**src/rtl/rename_pkg.sv**
```systemverilog
// Shared rename-stage definitions: PRF/free-list geometry, pointer types and
// small mask helpers used by the free list, the rename stage and the ROB.
package rename_pkg;

  localparam int PRF_WIDTH  = 6;
  localparam int ARF_NUM    = 32;
  localparam int FL_DEPTH   = 32;
  localparam int DECODE_NUM = 4;

  // Free-list index width and pointer width (one extra wrap bit)
  localparam int FL_IDX_W = $clog2(FL_DEPTH);
  localparam int PTR_W    = FL_IDX_W + 1;

  typedef logic [PTR_W-1:0]     ptr_t;
  typedef logic [FL_IDX_W-1:0]  fl_idx_t;
  typedef logic [PRF_WIDTH-1:0] prd_t;

  // Number of set bits in a 4-lane valid mask (0..4)
  function automatic logic [2:0] popcount4(input logic [3:0] mask);
    return 3'(mask[0]) + 3'(mask[1]) + 3'(mask[2]) + 3'(mask[3]);
  endfunction

  // Number of set bits strictly below the given lane, i.e. the compacted
  // slot that lane occupies when valid lanes are packed in lane order
  function automatic logic [1:0] lane_prefix(input logic [3:0] mask, input int lane);
    logic [2:0] cnt;
    cnt = '0;
    for (int i = 0; i < 4; i++) begin
      if (i < lane && mask[i]) begin
        cnt = cnt + 3'd1;
      end
    end
    return cnt[1:0];
  endfunction

endpackage

```
**src/rtl/lane_compact.sv**
```systemverilog
// Turns a 4-lane valid mask into per-lane packed offsets and a total count,
// so each valid lane knows which consecutive free-list slot it owns.
module lane_compact
  import rename_pkg::*;
(
  input  logic [3:0]      mask,
  output logic [3:0][1:0] offset,
  output logic [2:0]      count
);

  // Prefix offsets and population count of the mask
  always_comb begin
    count = popcount4(mask);
    for (int i = 0; i < 4; i++) begin
      offset[i] = lane_prefix(mask, i);
    end
  end

endmodule

```
**src/rtl/prf_freelist_ctrl.sv**
```systemverilog
// Physical-register free list. Rename takes up to four tags per cycle as an
// all-or-nothing group; commit returns old tags at the tail. A committed head
// pointer lets a flush hand every speculative allocation back in one cycle.
module prf_freelist_ctrl
  import rename_pkg::*;
(
  input  logic                 clk,
  input  logic                 rst_n,
  input  logic [3:0]           alloc_req,
  output logic                 alloc_gnt,
  output logic [PRF_WIDTH-1:0] alloc_prd0,
  output logic [PRF_WIDTH-1:0] alloc_prd1,
  output logic [PRF_WIDTH-1:0] alloc_prd2,
  output logic [PRF_WIDTH-1:0] alloc_prd3,
  input  logic [3:0]           rel_v,
  input  logic [PRF_WIDTH-1:0] rel_prd0,
  input  logic [PRF_WIDTH-1:0] rel_prd1,
  input  logic [PRF_WIDTH-1:0] rel_prd2,
  input  logic [PRF_WIDTH-1:0] rel_prd3,
  input  logic [3:0]           cmt_v,
  input  logic                 flush,
  output logic [5:0]           free_cnt,
  output logic                 err_ovf
);

  prd_t fl [FL_DEPTH];
  ptr_t head;
  ptr_t cmt_head;
  ptr_t tail;

  logic [3:0][1:0] alloc_off;
  logic [2:0]      alloc_cnt;
  logic [3:0][1:0] rel_off;
  logic [2:0]      rel_cnt;
  logic [3:0][1:0] cmt_off;
  logic [2:0]      cmt_cnt;

  prd_t rel_prd [4];
  prd_t alloc_prd [4];
  logic rel_ovf;

  fl_idx_t head_idx;
  fl_idx_t tail_idx;

  lane_compact u_alloc_compact (
    .mask   (alloc_req),
    .offset (alloc_off),
    .count  (alloc_cnt)
  );

  lane_compact u_rel_compact (
    .mask   (rel_v),
    .offset (rel_off),
    .count  (rel_cnt)
  );

  lane_compact u_cmt_compact (
    .mask   (cmt_v),
    .offset (cmt_off),
    .count  (cmt_cnt)
  );

  assign rel_prd[0] = rel_prd0;
  assign rel_prd[1] = rel_prd1;
  assign rel_prd[2] = rel_prd2;
  assign rel_prd[3] = rel_prd3;

  assign alloc_prd0 = alloc_prd[0];
  assign alloc_prd1 = alloc_prd[1];
  assign alloc_prd2 = alloc_prd[2];
  assign alloc_prd3 = alloc_prd[3];

  assign head_idx = head[FL_IDX_W-1:0];
  assign tail_idx = tail[FL_IDX_W-1:0];

  // Occupancy straight from the registered pointers; the wrap bit makes a
  // full list (32) distinguishable from an empty one (0)
  assign free_cnt = tail - head;

  // A release that would push occupancy past the list depth is dropped
  assign rel_ovf = ({1'b0, free_cnt} + 7'(rel_cnt)) > 7'(FL_DEPTH);

  // Group grant and zero-latency tag lookup for the compacted request lanes
  always_comb begin
    fl_idx_t idx;
    idx       = '0;
    alloc_gnt = !flush && (alloc_cnt != 3'd0) && ({3'b000, alloc_cnt} <= free_cnt);
    for (int i = 0; i < 4; i++) begin
      idx          = head_idx + fl_idx_t'(alloc_off[i]);
      alloc_prd[i] = alloc_req[i] ? fl[idx] : '0;
    end
  end

  // Free-list storage: identity-mapped tags above the ARF at reset, then
  // released tags appended at the tail
  always_ff @(posedge clk or negedge rst_n) begin
    if (!rst_n) begin
      for (int i = 0; i < FL_DEPTH; i++) begin
        fl[i] <= prd_t'(ARF_NUM + i);
      end
    end else if (!rel_ovf) begin
      for (int i = 0; i < 4; i++) begin
        if (rel_v[i]) begin
          fl[tail_idx + fl_idx_t'(rel_off[i])] <= rel_prd[i];
        end
      end
    end
  end

  // Pointer update; flush rewinds head to the committed point including any
  // commits happening in the same cycle
  always_ff @(posedge clk or negedge rst_n) begin
    if (!rst_n) begin
      head     <= '0;
      cmt_head <= '0;
      tail     <= ptr_t'(FL_DEPTH);
    end else begin
      cmt_head <= cmt_head + ptr_t'(cmt_cnt);
      if (flush) begin
        head <= cmt_head + ptr_t'(cmt_cnt);
      end else if (alloc_gnt) begin
        head <= head + ptr_t'(alloc_cnt);
      end
      if (!rel_ovf) begin
        tail <= tail + ptr_t'(rel_cnt);
      end
    end
  end

  // Sticky overflow flag, cleared only by reset
  always_ff @(posedge clk or negedge rst_n) begin
    if (!rst_n) begin
      err_ovf <= 1'b0;
    end else if (rel_ovf) begin
      err_ovf <= 1'b1;
    end
  end

endmodule
```
**config.mk**
```make
export PLATFORM = sky130hd
export DESIGN_NAME = prf_freelist_ctrl
export DESIGN_NICKNAME = d
export VERILOG_FILES = /design/src/rtl/rename_pkg.sv /design/src/rtl/lane_compact.sv /design/src/rtl/prf_freelist_ctrl.sv
export SDC_FILE = /design/constraint.sdc
export NUM_CORES = 1
export LEC_CHECK = 0
export ABC_CLOCK_PERIOD_IN_PS = 5070
export CORE_MARGIN = 2
export CORE_UTILIZATION = 60
export CTS_BUF_LIST = sky130_fd_sc_hd__clkbuf_4 sky130_fd_sc_hd__clkbuf_8
export DETAILED_ROUTE_END_ITERATION = 8
export HOLD_SLACK_MARGIN = 0.03
export PLACE_DENSITY = 0.78
export SKIP_CTS_REPAIR_TIMING = 1
export SLEW_MARGIN = 20
export SYNTH_ARGS = -nofsm -noshare
export SYNTH_HDL_FRONTEND = slang
export SYNTH_SLANG_ARGS = --single-unit
```
**constraint.sdc**
```tcl
create_clock -name clk -period 5.07 [get_ports clk]
set_input_delay 0.507 -clock clk [delete_from_list [all_inputs] [get_ports clk]]
set_output_delay 0.507 -clock clk [all_outputs]
set_load 0.05 [all_outputs]
```
Word-level counts from Yosys, hierarchy flattened
Cells that the tools add are included.

storage, ports and cells
  register bits = 211
  bits of input ports = 39
  word-level logic and storage cells = 134

cells by class
  add/subtract/negate cells = 24
  magnitude comparators = 14
  multiplexer cells = 43
  bitwise gates (word level) = 8
  reduce and logical (&&, ||, !) cells = 9

operators with widths
  operator               count
  $mux W192              7
  $bwmux W192            4
  $bmux W6 S5            4
  $demux W6 S5           4
  $mux W6                18
  $ge A6 B6 Y1 const B   8
  $not A5 Y6             8
  $add A5 B2 Y5          6
  $lt A6 B1 Y1 const B   4
  $add A3 B1 Y3          6
  $add A6 B3 Y6          3
  $mux W2                4
  $add A6 B3 Y7          1
  $gt A7 B6 Y1 const B   1
  $add A1 B1 Y2          3
  $le A3 B6 Y1           1
  $logic_and A1 B1 Y1    6
  $sub A6 B6 Y6          1
  $add A1 B1 Y2 const B  2
  $add A2 B1 Y2 const B  2
  $reduce_bool A3 Y1     1
  $mux W1                2
  $reduce_bool A2 Y1     1
  $logic_not A1 Y1       1

Depth between registers and ports, before layout
Gate-level depths: netlist of the first run.

  word-level depth = 16
  gate-level depth with buffers = 18
  gate-level depth less buffers = 15

Modules after synthesis
From an unflattened synthesis of the first run, not the netlist that was laid out.

second synthesis, totals
  cells, all modules = 2,538
  area, all modules = 23,840.4 um^2

by module, submodules not included
  module             instances  cells each  area an instance (um^2)
  prf_freelist_ctrl  1          2,484       23,404.9
  lane_compact       3          18          145.1

Worst setup path after synthesis of the first run
No wires, ideal clock.

  path type = flip-flop to output port
  start = register head[1]
  end = output alloc_gnt
  arrival time = 4.720 ns
  data required time = 4.563 ns
  path slack = -0.157 ns
  stages on the path, launching flop included = 14
  path buffers = 3
  cells stage by stage = dfrtp_1 -> clkbuf_1 -> clkbuf_1 -> clkbuf_1 -> inv_1 -> fa_1 -> inv_1 -> ha_1 -> nor2b_1 -> o21ai_0 -> a32oi_1 -> and4b_1 -> a21boi_0 -> nor2b_1

between the ends
  cells in the longest elaborated chain, start to end = 3

ends and longest elaborated chain
  what                      RTL line                  RTL
  start: declaration        prf_freelist_ctrl.sv:27   ptr_t head;
  start signal: assignment  prf_freelist_ctrl.sv:120  head <= cmt_head + ptr_t'(cmt_cnt);
  start signal: assignment  prf_freelist_ctrl.sv:122  head <= head + ptr_t'(alloc_cnt);
  $sub A6 B6 Y6             prf_freelist_ctrl.sv:78   assign free_cnt = tail - head;
  via free_cnt[1]           prf_freelist_ctrl.sv:22   output logic [5:0] free_cnt,
  $le A3 B6 Y1              prf_freelist_ctrl.sv:87   alloc_gnt = !flush && (alloc_cnt != 3'd0) && ({3'b000, alloc_cnt} <= free_cnt);
  $logic_and A1 B1 Y1       prf_freelist_ctrl.sv:87
  end: declaration          prf_freelist_ctrl.sv:10   output logic alloc_gnt,

The timed path passes the listed nets, and every way through them passes these cells.

Worst setup path after layout of the first run
  start = input alloc_req[0]
  end = output alloc_prd3[0]

between the ends
  cells in the longest elaborated chain, start to end = 11

ends and longest elaborated chain
  what                                          RTL line                 RTL
  start: declaration                            prf_freelist_ctrl.sv:9   input logic [3:0] alloc_req,
  $mux W1 *                                     rename_pkg.sv:29         if (i < lane && mask[i]) begin
  $add A1 B1 Y2                                 rename_pkg.sv:30         cnt = cnt + 3'd1;
  $mux W2 *                                     rename_pkg.sv:29
  $add A2 B1 Y2                                 rename_pkg.sv:30
  $mux W2 *                                     rename_pkg.sv:29
  $add A5 B2 Y5 *                               prf_freelist_ctrl.sv:89  idx = head_idx + fl_idx_t'(alloc_off[i]);
  $not A5 Y6 (not written as such) *            prf_freelist_ctrl.sv:90  alloc_prd[i] = alloc_req[i] ? fl[idx] : '0;
  $bmux W6 S5 *                                 prf_freelist_ctrl.sv:90
  $mux W6 (not written as such) * (2 in a row)  prf_freelist_ctrl.sv:90
  $mux W6 *                                     prf_freelist_ctrl.sv:90
  end: declaration                              prf_freelist_ctrl.sv:14  output logic [PRF_WIDTH-1:0] alloc_prd3,

Mark *: on every way between the ends. The rest lies on a longest branch, timed or not. The select of a mux whose other input is x is not followed.

==> results of run 1 <==
## cell families (layout without fill, tap and decap cells)
group           after synthesis  count (layout)  synth area share, %
mux                         708             708                42.28
fa+ha+maj                    51              51                2.845
xor+xnor                     35              35                1.256
compound gates              538             538                14.12
buf+inv                     347             355                6.248
flops                       211             211                21.18
other cells                   0               4                    0
simple gates                701             701                12.07
## area by class of cell
class	count	area, um^2	share of cell area (%)
inverters	78	292.8	1.048
flip-flops and latches	211	5428	19.43
clock buffers	71	895.9	3.207
clock inverters	9	131.4	0.4703
well taps	539	674.4	2.414
repair buffers	197	1807	6.468
diodes	4	10.01	0.03584
multi-input cells	2033	18690	66.92
## cell usage after synthesis (17+ instances only)
| cell type | n | share of area, % |
|---|---|---|
| a31oi_1 | 96 | 2.3 |
| mux2_4 | 113 | 6.6 |
| nand2_1 | 240 | 3.5 |
| o311ai_0 | 25 | 0.86 |
| xnor2_1 | 24 | 0.82 |
| nor2_1 | 288 | 4.2 |
| a32oi_1 | 17 | 0.58 |
| dfrtp_1 | 98 | 9.6 |
| a211o_1 | 52 | 1.8 |
| buf_1 | 20 | 0.29 |
| a21oi_1 | 110 | 2.2 |
| o211a_1 | 25 | 0.98 |
| buf_2 | 28 | 0.55 |
| dfstp_2 | 113 | 12 |
| clkbuf_1 | 195 | 2.9 |
| nor3_1 | 18 | 0.35 |
| nand3_1 | 75 | 1.5 |
| mux4_2 | 240 | 21 |
| ha_1 | 39 | 1.9 |
| inv_1 | 75 | 1.1 |
| mux2i_1 | 223 | 8.7 |
| o22ai_1 | 26 | 0.64 |
| o21ai_0 | 96 | 1.9 |
| a22oi_1 | 17 | 0.50 |
| o211ai_1 | 30 | 0.88 |
| mux2_2 | 126 | 5.5 |
## sequential cells by signal, summed over array words and instances (netlist names)
register / cells
cmt_head: 6
err_ovf: 1
fl: 192
head: 6
tail: 6
## worst max-delay path, stage by stage
cell	delay, ps
clkdlybuf4s50_1	500
inv_1	70
ha_1	370
xor2_1	280
ha_4	180
inv_1	50
fa_2	560
buf_12	280
mux4_2	560
mux4_2	560
mux2i_1	180
nor2_1	80
buf_4	230
## per-stage QoR
step	instances	util (%)
final	3142	66.44
after global placement	3056	63.92
after CTS	3136	66.37
after global routing	3140	66.43
after detailed placement	3056	63.92
after floorplan	2591	-
## worst min-delay path by stage
stage	slack [ps]	depth (start not counted)	endpoint
detailed placement	470	1	cmt_head[5]$_DFF_PN0_
floorplan	210	0	cmt_head[0]$_DFF_PN0_
finish	450	2	fl[63]$_DFFE_PN0P_
global route	490	1	cmt_head[5]$_DFF_PN0_
global placement	470	1	cmt_head[5]$_DFF_PN0_
CTS	-110	1	fl[63]$_DFFE_PN0P_
## per-layer routing
metal	vias up	wire, um
met4	2	12070
li1	9787	-
met5	-	78
met1	11660	35210
met2	2400	44530
met3	728	18030
==> results.cfg, run 1 <==
[run_status]
status = finished with violations
violations = design-rule violations

[placed_design]
post-place-ws_ps = 176.4
dp_hpwl_um = 74720
placed_area_um2 = 26870
gp_congestion = 1.110
io_buffers = 70

[timing]
worst_slack_ps = 102.3
layout_min_cycle_time_ps = 4968
hold_viol = 0
max_slew_margin_pct = 17.31
setup_viol = 0
finalMaxSlewViolations = 0
skew_ps = 28.84
tightest_slew_ps = 1237
fin_crit_sh_pct = 97.98
setup_tns_ps = 0
fmax_ghz = 0.2013
hold_ws_ps = 447.8
grt_setup_unrepaired = false

[die]
die_h_um = 210.5
fp.dieArea_um2 = 44320
row_count = 75
coreArea_um2 = 42040
boundaryPins = 71
start_util_pct = 60.88
die_x_um = 210.5

[critical_path]
worstSetupEndpoint = alloc_prd3[0]
crit_path_start_kind = primary input
rrSetupSlack_ps = 1120
r2r_end = fl[187]$_DFFE_PN0P_
endpoint_kind = output port
rr_worst_depth = 12
critical_path_required_ps = 4560
worstSetupStartpoint = alloc_req[0]
arrival_ps = 4460
path_max_fanout = 41
r2r-start = head[2]$_DFFE_PN0P_
critPathKind = in -> out

[yosys]
syn_avg_cell_area_um2 = 9.878
synthFlopType = dfstp_2
synth_warnings = 0
synth_edf_count = 0
synth.distinct_cells = 82
synth_area_um2 = 25590
syn_nets = 2681
synthCells = 2591
ys_seq_elements = 211
ys_seq_area_share_pct = 21.18
ys_async_sr_fraction_pct = 100.0

[global_routing]
grt_max_degree = 86
use_met1_pct = 58.83
grt_pass1_wl_um = 159300
overflow = 0
grt_use_total_pct = 49.53
gr-max-usage-layer = met2
grt_pass1_vias = 23390
antenna_found_initial = 2
gr-usage-met2_pct = 69.63
grtUsageMet3_pct = 21.31

[finish]
fill_cells = 3210
final_area_um2 = 27930
fin_nets = 2654
final_common_cell = nor2_1
most-common-layout-cells = nor2_1 (288), nand2_1 (240), mux4_2 (240)
drive_gt1_share_pct = 33.47
area_growth_pct = 9.137

[clock_tree]
clock_latency_ps = 670
numCtsBuffers = 43
cts_max_path_buffers = 3
cts_tree = built
cts_root_buffer = clkbuf_8
clock_sinks = 211
ctsHtreeMaxLevel = 2
clk_pin_slew_ps = 60

[detailed_routing]
drt_wl_total_um = 109900
drt_iter0_markers = 4069
avgRoutedWirePerCell_um = 34.98
via_count = 24580
viasPerCell = 7.823
first_pass_iters = 9
drc = 3
postRouteAntennaNets = 0

[run]
max_cap_violations = 0

[hold_path]
min_path_type = in -> async
Power of run 1 is not shown: default switching activity piles up to over one toggle a cycle in this logic, so the estimate is an artifact.
==> run 2, diff against run 1 <==
--- a/config.mk
+++ b/config.mk
@@ -17,3 +17,4 @@
 export SYNTH_ARGS = -nofsm -noshare
 export SYNTH_HDL_FRONTEND = slang
 export SYNTH_SLANG_ARGS = --single-unit
+export TNS_END_PERCENT = 30
==> constraint.sdc (replaced) <==
create_clock -name clk -period 5.07 [get_ports clk]
set_input_delay 0.7605 -clock clk [delete_from_list [all_inputs] [get_ports clk]]
set_output_delay 0.7605 -clock clk [all_outputs]
set_load 0.05 [all_outputs]
==> results.cfg, run 2 (synthesized netlist as in run 1, its figures left out) <==
[run_status]
status = finished clean

[timing]
finalMaxSlewViolations = 0
skew_ps = 64.87
tightest_slew_ps = 1260
hold_ws_ps = 92.39
setup_viol = 0
layout_min_cycle_time_ps = 4991
grt_setup_unrepaired = false
worst_slack_ps = 78.62
fin_crit_sh_pct = 98.45
max_slew_margin_pct = 15.72
hold_viol = 0
fmax_ghz = 0.2003

[placed_design]
post-place-ws_ps = -226.7
gp_congestion = 1.031
placed_area_um2 = 27220
dp_hpwl_um = 80030
io_buffers = 70

[finish]
final_common_cell = nor2_1
area_growth_pct = 10.81
fin_nets = 2700
diodes = 0
drive_gt1_share_pct = 35.09
largest_reg_flops = 192
regMostFlops = fl
fin_util_pct = 67.46
final_area_um2 = 28360
most-common-layout-cells = nor2_1 (288), nand2_1 (240), mux4_2 (240)
fill_cells = 3216

[clock_tree]
clock_sinks = 211
cts_max_path_buffers = 3
cts_tree = built
ctsHtreeMaxLevel = 2
cts_root_buffer = clkbuf_8
clk_pin_slew_ps = 60
clock_latency_ps = 680
numCtsBuffers = 43

[critical_path]
cpPeakStageDelay_ps = 610
cp_cell_sequence = clkdlybuf4s50_1, xor2_2, ha_4, inv_1, fa_2, buf_12, clkbuf_16, buf_6, buf_4, mux4_2, mux4_2, mux2i_2, nor2_1, buf_6
worst_path_max_delay_cell = fa_2
critical_path_required_ps = 4310
arrival_ps = 4230
endpoint_kind = output port
rr_worst_depth = 14
crit_path_start_kind = primary input
critPathKind = in -> out
path_max_fanout = 7

[detailed_routing]
via_count = 24670
avgRoutedWirePerCell_um = 36.04
drc = 0
drt_iter0_markers = 3552
viasPerCell = 7.747
drt_wl_total_um = 114800
first_pass_iters = 9
postRouteAntennaNets = 0

[global_routing]
grt_pass1_wl_um = 163200
grt_pass1_vias = 23840
grt_use_total_pct = 51.21
overflow = 0
grt_max_degree = 94
antenna_found_initial = 2

[die]
row_count = 75
die_x_um = 210.5
fp.dieArea_um2 = 44320
die_h_um = 210.5
start_util_pct = 60.88
coreArea_um2 = 42040
boundaryPins = 71

[run]
max_cap_violations = 0

[hold_path]
min_path_type = in -> async
run 2: worst paths after layout:
path	from	to	slack [ps]
setup reg to reg	head[0]$_DFFE_PN0P_	fl[53]$_DFFE_PN1P_	1070
hold reg to reg	err_ovf$_DFFE_PN0N_	err_ovf$_DFFE_PN0N_	490
setup / recovery	alloc_req[2]	alloc_prd3[1]	80
hold / removal	rst_n	fl[42]$_DFFE_PN0P_	90
max in group asynchronous	rst_n	fl[10]$_DFFE_PN1P_	3860
min in group clk	err_ovf$_DFFE_PN0N_	err_ovf$_DFFE_PN0N_	490
run 2: critical path, delay by kind of cell:
kind,cells,cell delay (ps)
XOR/XNOR,1,190
adder cells (fa/ha/maj),2,770
buffers and inverters,7,1350
multiplexers,3,1060
AND/OR/NAND/NOR,1,80
run 2: cell type report:
class	count	area, um^2	share of cell area (%)
clock inverter	15	141.4	0.4985
inverter	78	296.5	1.046
clock buffer	65	819.5	2.890
sequential	211	5428	19.14
tap	539	674.4	2.378
multi-input combinational	2033	18730	66.05
timing repair buffer	243	2268	7.999
run 2: layer usage:
metal / vias to the layer above / wire length, um / global-route usage (%) / share of wire (%)
met5: - / 75 / 1.224 / 0.065
met4: 4 / 12240 / 44.15 / 11
met3: 673 / 18430 / 19.34 / 16
met2: 2298 / 46610 / 72.17 / 41
met1: 11820 / 37400 / 61.42 / 33
li1: 9868 / - / - / -
run 2: stage by stage:
stage	instances	setup TNS, ps
after floorplan	2591	0
after global placement	3096	-907.6
final	3184	0
after CTS	3176	-1256
after global routing	3184	0
after detailed placement	3096	-4002
Power of run 2 is left out for the same reason.
